==> config.mk <==
export PLATFORM = sky130hd
export DESIGN_NAME = delay_exec_scoreboard_flat
export DESIGN_NICKNAME = d
export VERILOG_FILES = /design/src/rtl/delay_exec_scoreboard_if.sv /design/src/rtl/delay_exec_scoreboard.sv /design/src/flat_wrapper.sv
export SDC_FILE = /design/constraint.sdc
export NUM_CORES = 1
export LEC_CHECK = 0
export ABC_CLOCK_PERIOD_IN_PS = 9900
export CAP_MARGIN = 10
export CELL_PAD_IN_SITES_DETAIL_PLACEMENT = 1
export CELL_PAD_IN_SITES_GLOBAL_PLACEMENT = 1
export CORE_ASPECT_RATIO = 0.5
export CORE_MARGIN = 10
export CORE_UTILIZATION = 43
export CTS_BUF_LIST = sky130_fd_sc_hd__clkbuf_16
export DETAILED_ROUTE_END_ITERATION = 12
export HOLD_SLACK_MARGIN = 0.15
export MAX_ROUTING_LAYER = met4
export PLACE_DENSITY_LB_ADDON = 0.1
export SLEW_MARGIN = 20
export SYNTH_ARGS = -nofsm -noshare
export SYNTH_HDL_FRONTEND = slang
export SYNTH_SLANG_ARGS = --single-unit
export TNS_END_PERCENT = 1
==> constraint.sdc <==
create_clock -name clk -period 9.9 [get_ports clk]
set_clock_uncertainty 0.15 [all_clocks]
set_input_delay 2.97 -clock clk [delete_from_list [all_inputs] [get_ports clk]]
set_output_delay 2.97 -clock clk [all_outputs]
set_load 0.02 [all_outputs]
==> src/rtl/delay_exec_scoreboard_if.sv <==
// Decode-to-issue bundle for the dual-issue scoreboard: two decoded slots in, issue
// decisions and delayed-exec operand tags out, plus the flush/freeze controls.
interface delay_exec_scoreboard_if;
    logic       flush;
    logic       stall_in;

    logic       in0_valid;
    logic       in0_useA;
    logic       in0_useB;
    logic [4:0] in0_rs;
    logic [4:0] in0_rt;
    logic       in0_wen;
    logic [4:0] in0_rd;
    logic [2:0] in0_fu;

    logic       in1_valid;
    logic       in1_useA;
    logic       in1_useB;
    logic [4:0] in1_rs;
    logic [4:0] in1_rt;
    logic       in1_wen;
    logic [4:0] in1_rd;
    logic [2:0] in1_fu;

    logic       issue0;
    logic       issue1;
    logic       d0_delay_opA;
    logic       d0_delay_opB;
    logic [4:0] d0_regA;
    logic [4:0] d0_regB;
    logic [2:0] d0_fuA;
    logic [2:0] d0_fuB;
    logic       d1_delay_opA;
    logic       d1_delay_opB;
    logic [4:0] d1_regA;
    logic [4:0] d1_regB;
    logic [2:0] d1_fuA;
    logic [2:0] d1_fuB;
    logic       sb_stall;

    modport master (
        output flush, stall_in,
        output in0_valid, in0_useA, in0_useB, in0_rs, in0_rt, in0_wen, in0_rd, in0_fu,
        output in1_valid, in1_useA, in1_useB, in1_rs, in1_rt, in1_wen, in1_rd, in1_fu,
        input  issue0, issue1, sb_stall,
        input  d0_delay_opA, d0_delay_opB, d0_regA, d0_regB, d0_fuA, d0_fuB,
        input  d1_delay_opA, d1_delay_opB, d1_regA, d1_regB, d1_fuA, d1_fuB
    );

    modport slave (
        input  flush, stall_in,
        input  in0_valid, in0_useA, in0_useB, in0_rs, in0_rt, in0_wen, in0_rd, in0_fu,
        input  in1_valid, in1_useA, in1_useB, in1_rs, in1_rt, in1_wen, in1_rd, in1_fu,
        output issue0, issue1, sb_stall,
        output d0_delay_opA, d0_delay_opB, d0_regA, d0_regB, d0_fuA, d0_fuB,
        output d1_delay_opA, d1_delay_opB, d1_regA, d1_regB, d1_fuA, d1_fuB
    );
endinterface

==> src/rtl/delay_exec_scoreboard.sv <==
// Issue-stage register scoreboard for the dual-issue pipe; decides issue/stall/delayed-exec per slot.
// Build option DELAY_EXEC_EN: when defined, a source one cycle from ready issues into the delayed ALU.
module delay_exec_scoreboard #(
    parameter int NREG     = 32,
    parameter int LAT_ALU  = 1,
    parameter int LAT_BRU  = 1,
    parameter int LAT_MMU  = 2,
    parameter int LAT_HILO = 3
) (
    input logic                    clk,
    input logic                    reset,
    delay_exec_scoreboard_if.slave bus
);

    typedef enum logic [2:0] {
        FU_ALU1 = 3'd0,
        FU_ALU2 = 3'd1,
        FU_BRU  = 3'd2,
        FU_MMU  = 3'd3,
        FU_HILO = 3'd4
    } fu_t;

    typedef struct packed {
        logic       hazard;
        logic       delay;
        logic [4:0] r;
        logic [2:0] fu;
    } src_t;

`ifdef DELAY_EXEC_EN
    localparam bit DELAY_EN = 1'b1;
`else
    localparam bit DELAY_EN = 1'b0;
`endif

    logic [NREG-1:0] pending_q, pending_d;
    logic [2:0]      fu_q  [NREG];
    logic [2:0]      fu_d  [NREG];
    logic [1:0]      age_q [NREG];
    logic [1:0]      age_d [NREG];

    src_t s0A, s0B, s1A, s1B;
    logic hazard0, hazard1, intra;
    logic issue0, issue1;

    function automatic logic [1:0] latOf(input logic [2:0] f);
        case (fu_t'(f))
            FU_ALU1, FU_ALU2: latOf = 2'(LAT_ALU);
            FU_BRU:           latOf = 2'(LAT_BRU);
            FU_MMU:           latOf = 2'(LAT_MMU);
            FU_HILO:          latOf = 2'(LAT_HILO);
            default:          latOf = 2'(LAT_ALU);
        endcase
    endfunction

    // An entry one cycle from ready can be consumed straight off exec_result; older ones must wait.
    function automatic src_t checkSrc(input logic used, input logic [4:0] r,
                                      input logic pend, input logic [1:0] age,
                                      input logic [2:0] f);
        src_t s;
        logic live;
        live     = used && (r != 5'd0) && pend;
        s.delay  = live && (age == 2'd1) && DELAY_EN;
        s.hazard = live && !s.delay;
        s.r      = s.delay ? r : 5'd0;
        s.fu     = s.delay ? f : 3'd0;
        return s;
    endfunction

    always_comb begin
        s0A = checkSrc(bus.in0_useA, bus.in0_rs, pending_q[bus.in0_rs], age_q[bus.in0_rs], fu_q[bus.in0_rs]);
        s0B = checkSrc(bus.in0_useB, bus.in0_rt, pending_q[bus.in0_rt], age_q[bus.in0_rt], fu_q[bus.in0_rt]);
        s1A = checkSrc(bus.in1_useA, bus.in1_rs, pending_q[bus.in1_rs], age_q[bus.in1_rs], fu_q[bus.in1_rs]);
        s1B = checkSrc(bus.in1_useB, bus.in1_rt, pending_q[bus.in1_rt], age_q[bus.in1_rt], fu_q[bus.in1_rt]);

        hazard0 = s0A.hazard || s0B.hazard;
        hazard1 = s1A.hazard || s1B.hazard;
        intra   = bus.in0_wen && (bus.in0_rd != 5'd0) &&
                  ((bus.in1_useA && (bus.in1_rs == bus.in0_rd)) ||
                   (bus.in1_useB && (bus.in1_rt == bus.in0_rd)));

        issue0 = !reset && bus.in0_valid && !hazard0 && !bus.stall_in && !bus.flush;
        issue1 = issue0 && bus.in1_valid && !hazard1 && !intra;

        bus.issue0   = issue0;
        bus.issue1   = issue1;
        bus.sb_stall = !reset && bus.in0_valid && hazard0;

        bus.d0_delay_opA = issue0 && s0A.delay;
        bus.d0_delay_opB = issue0 && s0B.delay;
        bus.d0_regA      = issue0 ? s0A.r  : 5'd0;
        bus.d0_regB      = issue0 ? s0B.r  : 5'd0;
        bus.d0_fuA       = issue0 ? s0A.fu : 3'd0;
        bus.d0_fuB       = issue0 ? s0B.fu : 3'd0;

        bus.d1_delay_opA = issue1 && s1A.delay;
        bus.d1_delay_opB = issue1 && s1B.delay;
        bus.d1_regA      = issue1 ? s1A.r  : 5'd0;
        bus.d1_regB      = issue1 ? s1B.r  : 5'd0;
        bus.d1_fuA       = issue1 ? s1A.fu : 3'd0;
        bus.d1_fuB       = issue1 ? s1B.fu : 3'd0;
    end

    // Age every pending entry, then let this cycle's issued writes claim their destinations (slot 1 last).
    always_comb begin
        pending_d = pending_q;
        fu_d      = fu_q;
        age_d     = age_q;
        if (!bus.stall_in) begin
            for (int i = 0; i < NREG; i++) begin
                if (pending_q[i]) begin
                    age_d[i] = age_q[i] - 2'd1;
                    if (age_q[i] == 2'd1) begin
                        pending_d[i] = 1'b0;
                    end
                end
            end
            if (issue0 && bus.in0_wen && (bus.in0_rd != 5'd0)) begin
                pending_d[bus.in0_rd] = 1'b1;
                fu_d[bus.in0_rd]      = bus.in0_fu;
                age_d[bus.in0_rd]     = latOf(bus.in0_fu);
            end
            if (issue1 && bus.in1_wen && (bus.in1_rd != 5'd0)) begin
                pending_d[bus.in1_rd] = 1'b1;
                fu_d[bus.in1_rd]      = bus.in1_fu;
                age_d[bus.in1_rd]     = latOf(bus.in1_fu);
            end
        end
    end

    always_ff @(posedge clk) begin
        if (reset || bus.flush) begin
            pending_q <= '0;
            for (int i = 0; i < NREG; i++) begin
                fu_q[i]  <= 3'd0;
                age_q[i] <= 2'd0;
            end
        end else begin
            pending_q <= pending_d;
            for (int i = 0; i < NREG; i++) begin
                fu_q[i]  <= fu_d[i];
                age_q[i] <= age_d[i];
            end
        end
    end

endmodule

==> src/flat_wrapper.sv <==
// flat-port wrapper written by rule: the top's interface ports become plain ports
module delay_exec_scoreboard_flat 
#(
    parameter int NREG     = 32,
    parameter int LAT_ALU  = 1,
    parameter int LAT_BRU  = 1,
    parameter int LAT_MMU  = 2,
    parameter int LAT_HILO = 3
)
  (clk, reset, bus_flush, bus_stall_in, bus_in0_valid, bus_in0_useA, bus_in0_useB, bus_in0_rs, bus_in0_rt, bus_in0_wen, bus_in0_rd, bus_in0_fu, bus_in1_valid, bus_in1_useA, bus_in1_useB, bus_in1_rs, bus_in1_rt, bus_in1_wen, bus_in1_rd, bus_in1_fu, bus_issue0, bus_issue1, bus_sb_stall, bus_d0_delay_opA, bus_d0_delay_opB, bus_d0_regA, bus_d0_regB, bus_d0_fuA, bus_d0_fuB, bus_d1_delay_opA, bus_d1_delay_opB, bus_d1_regA, bus_d1_regB, bus_d1_fuA, bus_d1_fuB);
  delay_exec_scoreboard_if bus_i ();
  input logic clk;
  input logic reset;
  input wire logic [$bits(bus_i.flush)-1:0] bus_flush;
  input wire logic [$bits(bus_i.stall_in)-1:0] bus_stall_in;
  input wire logic [$bits(bus_i.in0_valid)-1:0] bus_in0_valid;
  input wire logic [$bits(bus_i.in0_useA)-1:0] bus_in0_useA;
  input wire logic [$bits(bus_i.in0_useB)-1:0] bus_in0_useB;
  input wire logic [$bits(bus_i.in0_rs)-1:0] bus_in0_rs;
  input wire logic [$bits(bus_i.in0_rt)-1:0] bus_in0_rt;
  input wire logic [$bits(bus_i.in0_wen)-1:0] bus_in0_wen;
  input wire logic [$bits(bus_i.in0_rd)-1:0] bus_in0_rd;
  input wire logic [$bits(bus_i.in0_fu)-1:0] bus_in0_fu;
  input wire logic [$bits(bus_i.in1_valid)-1:0] bus_in1_valid;
  input wire logic [$bits(bus_i.in1_useA)-1:0] bus_in1_useA;
  input wire logic [$bits(bus_i.in1_useB)-1:0] bus_in1_useB;
  input wire logic [$bits(bus_i.in1_rs)-1:0] bus_in1_rs;
  input wire logic [$bits(bus_i.in1_rt)-1:0] bus_in1_rt;
  input wire logic [$bits(bus_i.in1_wen)-1:0] bus_in1_wen;
  input wire logic [$bits(bus_i.in1_rd)-1:0] bus_in1_rd;
  input wire logic [$bits(bus_i.in1_fu)-1:0] bus_in1_fu;
  output wire logic [$bits(bus_i.issue0)-1:0] bus_issue0;
  output wire logic [$bits(bus_i.issue1)-1:0] bus_issue1;
  output wire logic [$bits(bus_i.sb_stall)-1:0] bus_sb_stall;
  output wire logic [$bits(bus_i.d0_delay_opA)-1:0] bus_d0_delay_opA;
  output wire logic [$bits(bus_i.d0_delay_opB)-1:0] bus_d0_delay_opB;
  output wire logic [$bits(bus_i.d0_regA)-1:0] bus_d0_regA;
  output wire logic [$bits(bus_i.d0_regB)-1:0] bus_d0_regB;
  output wire logic [$bits(bus_i.d0_fuA)-1:0] bus_d0_fuA;
  output wire logic [$bits(bus_i.d0_fuB)-1:0] bus_d0_fuB;
  output wire logic [$bits(bus_i.d1_delay_opA)-1:0] bus_d1_delay_opA;
  output wire logic [$bits(bus_i.d1_delay_opB)-1:0] bus_d1_delay_opB;
  output wire logic [$bits(bus_i.d1_regA)-1:0] bus_d1_regA;
  output wire logic [$bits(bus_i.d1_regB)-1:0] bus_d1_regB;
  output wire logic [$bits(bus_i.d1_fuA)-1:0] bus_d1_fuA;
  output wire logic [$bits(bus_i.d1_fuB)-1:0] bus_d1_fuB;
  assign bus_i.flush = bus_flush;
  assign bus_i.stall_in = bus_stall_in;
  assign bus_i.in0_valid = bus_in0_valid;
  assign bus_i.in0_useA = bus_in0_useA;
  assign bus_i.in0_useB = bus_in0_useB;
  assign bus_i.in0_rs = bus_in0_rs;
  assign bus_i.in0_rt = bus_in0_rt;
  assign bus_i.in0_wen = bus_in0_wen;
  assign bus_i.in0_rd = bus_in0_rd;
  assign bus_i.in0_fu = bus_in0_fu;
  assign bus_i.in1_valid = bus_in1_valid;
  assign bus_i.in1_useA = bus_in1_useA;
  assign bus_i.in1_useB = bus_in1_useB;
  assign bus_i.in1_rs = bus_in1_rs;
  assign bus_i.in1_rt = bus_in1_rt;
  assign bus_i.in1_wen = bus_in1_wen;
  assign bus_i.in1_rd = bus_in1_rd;
  assign bus_i.in1_fu = bus_in1_fu;
  assign bus_issue0 = bus_i.issue0;
  assign bus_issue1 = bus_i.issue1;
  assign bus_sb_stall = bus_i.sb_stall;
  assign bus_d0_delay_opA = bus_i.d0_delay_opA;
  assign bus_d0_delay_opB = bus_i.d0_delay_opB;
  assign bus_d0_regA = bus_i.d0_regA;
  assign bus_d0_regB = bus_i.d0_regB;
  assign bus_d0_fuA = bus_i.d0_fuA;
  assign bus_d0_fuB = bus_i.d0_fuB;
  assign bus_d1_delay_opA = bus_i.d1_delay_opA;
  assign bus_d1_delay_opB = bus_i.d1_delay_opB;
  assign bus_d1_regA = bus_i.d1_regA;
  assign bus_d1_regB = bus_i.d1_regB;
  assign bus_d1_fuA = bus_i.d1_fuA;
  assign bus_d1_fuB = bus_i.d1_fuB;
  delay_exec_scoreboard #(.NREG(NREG), .LAT_ALU(LAT_ALU), .LAT_BRU(LAT_BRU), .LAT_MMU(LAT_MMU), .LAT_HILO(LAT_HILO)) u_core (.clk(clk), .reset(reset), .bus(bus_i));
endmodule
==> results.md <==
* Outcome: completed
* Synth Warn # at 0
* CP Cell Sequence: clkdlybuf4s50_1, mux4_2, mux2_2, a2111oi_0, a311o_2, nand2_2, nor2_1, clkdlybuf4s50_1
* Final-stage net count at 1,007
* CP required at 6780 ps
* Power Density at 101 mW/mm²
* Cell row count at 35
* Fin. Hold Viols at 0
* Critical path capture point: bus_issue1
* Psw at 0.000260 W
* Die ar. at 0.0247 mm²
* Logic pwr share at 13.9%
* Int Power at 0.000625 W
* FF-to-FF setup slack at 6070 ps
* Top_reg_cell synth: dfxtp_1
* Post-layout total power at 0.000886 W
* Worst r2r src: u_core.pending_q[15]
* Cell area after synthesis at 0.00797 mm²
* Gates resized, CTS repair at 0
* Synthesized area per cell at 8.67 µm²
* HPWL after DPL at 21.2 mm
* Critical path startpoint category: input pin
* CTS sink count at 96
* Vias/cell at 6.32
* Non-Filler Cell Area, Final at 0.00877 mm²
* Final wirelength at 29.5 mm
* Commonest cells in the netlist: dfxtp_1, mux2i_1, nand2_1
* Vias in the first global route at 7,507
* Distinct cell type count after synthesis at 66
* Layout cells sized above 1 at 11.4%
* RSZ-0062 raised after global routing: no
* Residual DRC at 0
* Asr flop ratio synth at 0%
* Min-Delay Path Class: reg2reg
* Initial antenna violation count at 2
* First-pass GRT wire length at 45.1 mm
* Number of detailed-route iterations in the first pass at 5
* Total gr overflow at 0
* CP max stage cell: clkdlybuf4s50_1
* Die width at 213 µm
* FMAX at 0.105 GHz
* DR iter-0 viols at 687
* Pleak at 3.22 nW
* Synth area leader: dfxtp_1
* Sw frac at 29.4%
* Largest net degree at the start of global routing at 50
* Seq pwr share at 43.6%
* Worst slew margin at 31.4%
* Peak VDD IR at 74.6 µV
* Routability cong. at 0.942
* Core box area at 0.0183 mm²
* Synth Instances at 920
* Root Driver: clkbuf_16
* Setup TNS at 0 ps
* Bufs on Longest Clock Path at 2
* Post-route ant nets at 0
* Vias at 7,411
* Critical path's largest stage delay at 840 ps
* Global-route usage over all layers at 24.6%
* Synthesis-to-layout area growth at 9.98%
* Min cycle time layout at 9510 ps
* CTS buffer count at 9
* Max cap viols at 0
* Start point of the critical path: bus_in0_rt[0]
* Post-CTS setup buffers at 0
* Critical-path maximum fanout at 13
* Worst flop-to-flop path endpoint: u_core.age_q[4]
* Die Y at 116 µm
* Cell family with most CP delay: buffers and inverters
* Most instantiated library cell after synthesis: dfxtp_1
* Ranking of synthesized cells by area: dfxtp_1, mux2i_1, mux4_2, ha_1, o21ai_0
* Worst Setup End Kind: output port
* Yosys reg bits at 96
* PortBufs at 50
* Top Ports at 87
* Starting Density at 43.6%
* Area after DPL at 0.00846 mm²
* H-Tree Depth at 3
* Wire per inst at 25.2 µm
* Setup violators final at 0
* Final period util at 96.0%
* Inserted Diodes at 0
* Hold_buf cts at 0
* EDFF count, synth at 0
* TritonCTS clock tree: yes
* Max-slew violations at 0
* Clk Latency, worst-skew pair at 370 ps
* WP buf/inv at 2
* Top cell type's share of synthesized area at 24.1%
* Clock Power Share at 42.5%
* Least-Margin Pin Slew at 1020 ps
* Post-synthesis sequential area ratio at 24.1%
* Reg2reg path depth at 9
* CP most frequent cell: clkdlybuf4s50_1
* CP arrival at 6390 ps
* Clock-pin slew on the worst setup and hold paths at 70 ps
* WS Path Type: in2out
* WP depth at 8
-- through the flow --
stage	util, %	hold WS (ps)	setup slack [ps]	cells
floorplan	-	286	1650	955
global placement	46.2	296	515	1156
detailed placement	46.2	305	456	1156
CTS	47.9	323	439	1172
global route	47.9	338	116	1172
finish	47.9	325	394	1172
-- cells by family (layout without fill, tap and decap cells) --
kind of cell / after synthesis / in the layout / synth area share (%)
flip-flops: 96 / 96 / 24.1
adder cells (fa/ha/maj): 32 / 32 / 5.02
XOR/XNOR: 42 / 42 / 4.61
buffers and inverters: 168 / 145 / 10.3
other: 1 / 36 / 0.0470
multiplexers: 114 / 114 / 18.6
AND/OR/NAND/NOR: 232 / 232 / 16.7
AO/OA/AOI/OAI: 235 / 235 / 20.6
-- routing by layer --
| layer | track usage, % | routed length [µm] |
|---|---|---|
| met5 | - | 0 |
| met4 | 4.25 | 288 |
| met3 | 3.96 | 2610 |
| met2 | 37.8 | 12900 |
| met1 | 33.8 | 13700 |
-- cell usage in the layout (no fill, tap or decap), types with 9 or more instances in the layout --
cell type         n
dfxtp_1          96
mux2i_1          82
nand2_1          82
o21ai_0          63
inv_1            61
clkdlybuf4s50_1  50
conb_1           36
ha_1             32
nor2_1           29
mux4_2           27
a31oi_1          26
xor2_1           22
xnor2_1          20
a21oi_1          18
a211o_1          18
buf_4            18
or3_1            17
nand3_1          17
o211ai_1         16
a32o_1           15
a31o_2           14
a22oi_1          13
nand2b_1         13
o31ai_1          12
a32oi_1          10
clkbuf_16         9
-- registers in the layout, summed over array words and instances, names as in the netlist --
name and count:
u_core.age_q 64, u_core.pending_q 32
-- worst min path at each step --
| stage | start | end | slack, ps | cells past startpoint |
|---|---|---|---|---|
| after floorplan | u_core.age_q[17] | u_core.age_q[17] | 290 | 2 |
| after global placement | u_core.age_q[17] | u_core.age_q[17] | 300 | 2 |
| after detailed placement | u_core.age_q[9] | u_core.age_q[9] | 310 | 2 |
| after CTS | u_core.age_q[9] | u_core.age_q[9] | 320 | 2 |
| after global routing | u_core.age_q[25] | u_core.age_q[25] | 340 | 2 |
| final | u_core.age_q[9] | u_core.age_q[9] | 330 | 2 |
-- layout make-up --
cell class / count / area [µm²]
repair buffers: 68 / 636
multi-input cells: 691 / 5380
well taps: 240 / 300
fillers: 2192 / 9540
clock inverters: 7 / 78.8
flip-flops and latches: 96 / 1920
clock buffers: 9 / 225
inverters: 61 / 229
-- power groups by stage --
stage                     Sequential, W  Clock (W)  Combinational (W)
final                          0.000386   0.000377           0.000123
after global routing           0.000386   0.000394           0.000130
after CTS                      0.000386   0.000383           0.000120
after detailed placement       0.000395          0           0.000120
after global placement         0.000395          0           0.000119
after floorplan                0.000395          0          0.0000824
-- worst register-to-register path, stage by stage (launching register included) --
cell and delay, ps:
dfxtp_1 490, mux4_2 550, mux2_2 280, a2111oi_0 420, a311o_2 370, nand2_2 130
buf_4 300, or3_1 500, mux2i_1 150, a221o_1 370
Note: power is estimated with default switching activity, not from simulation.
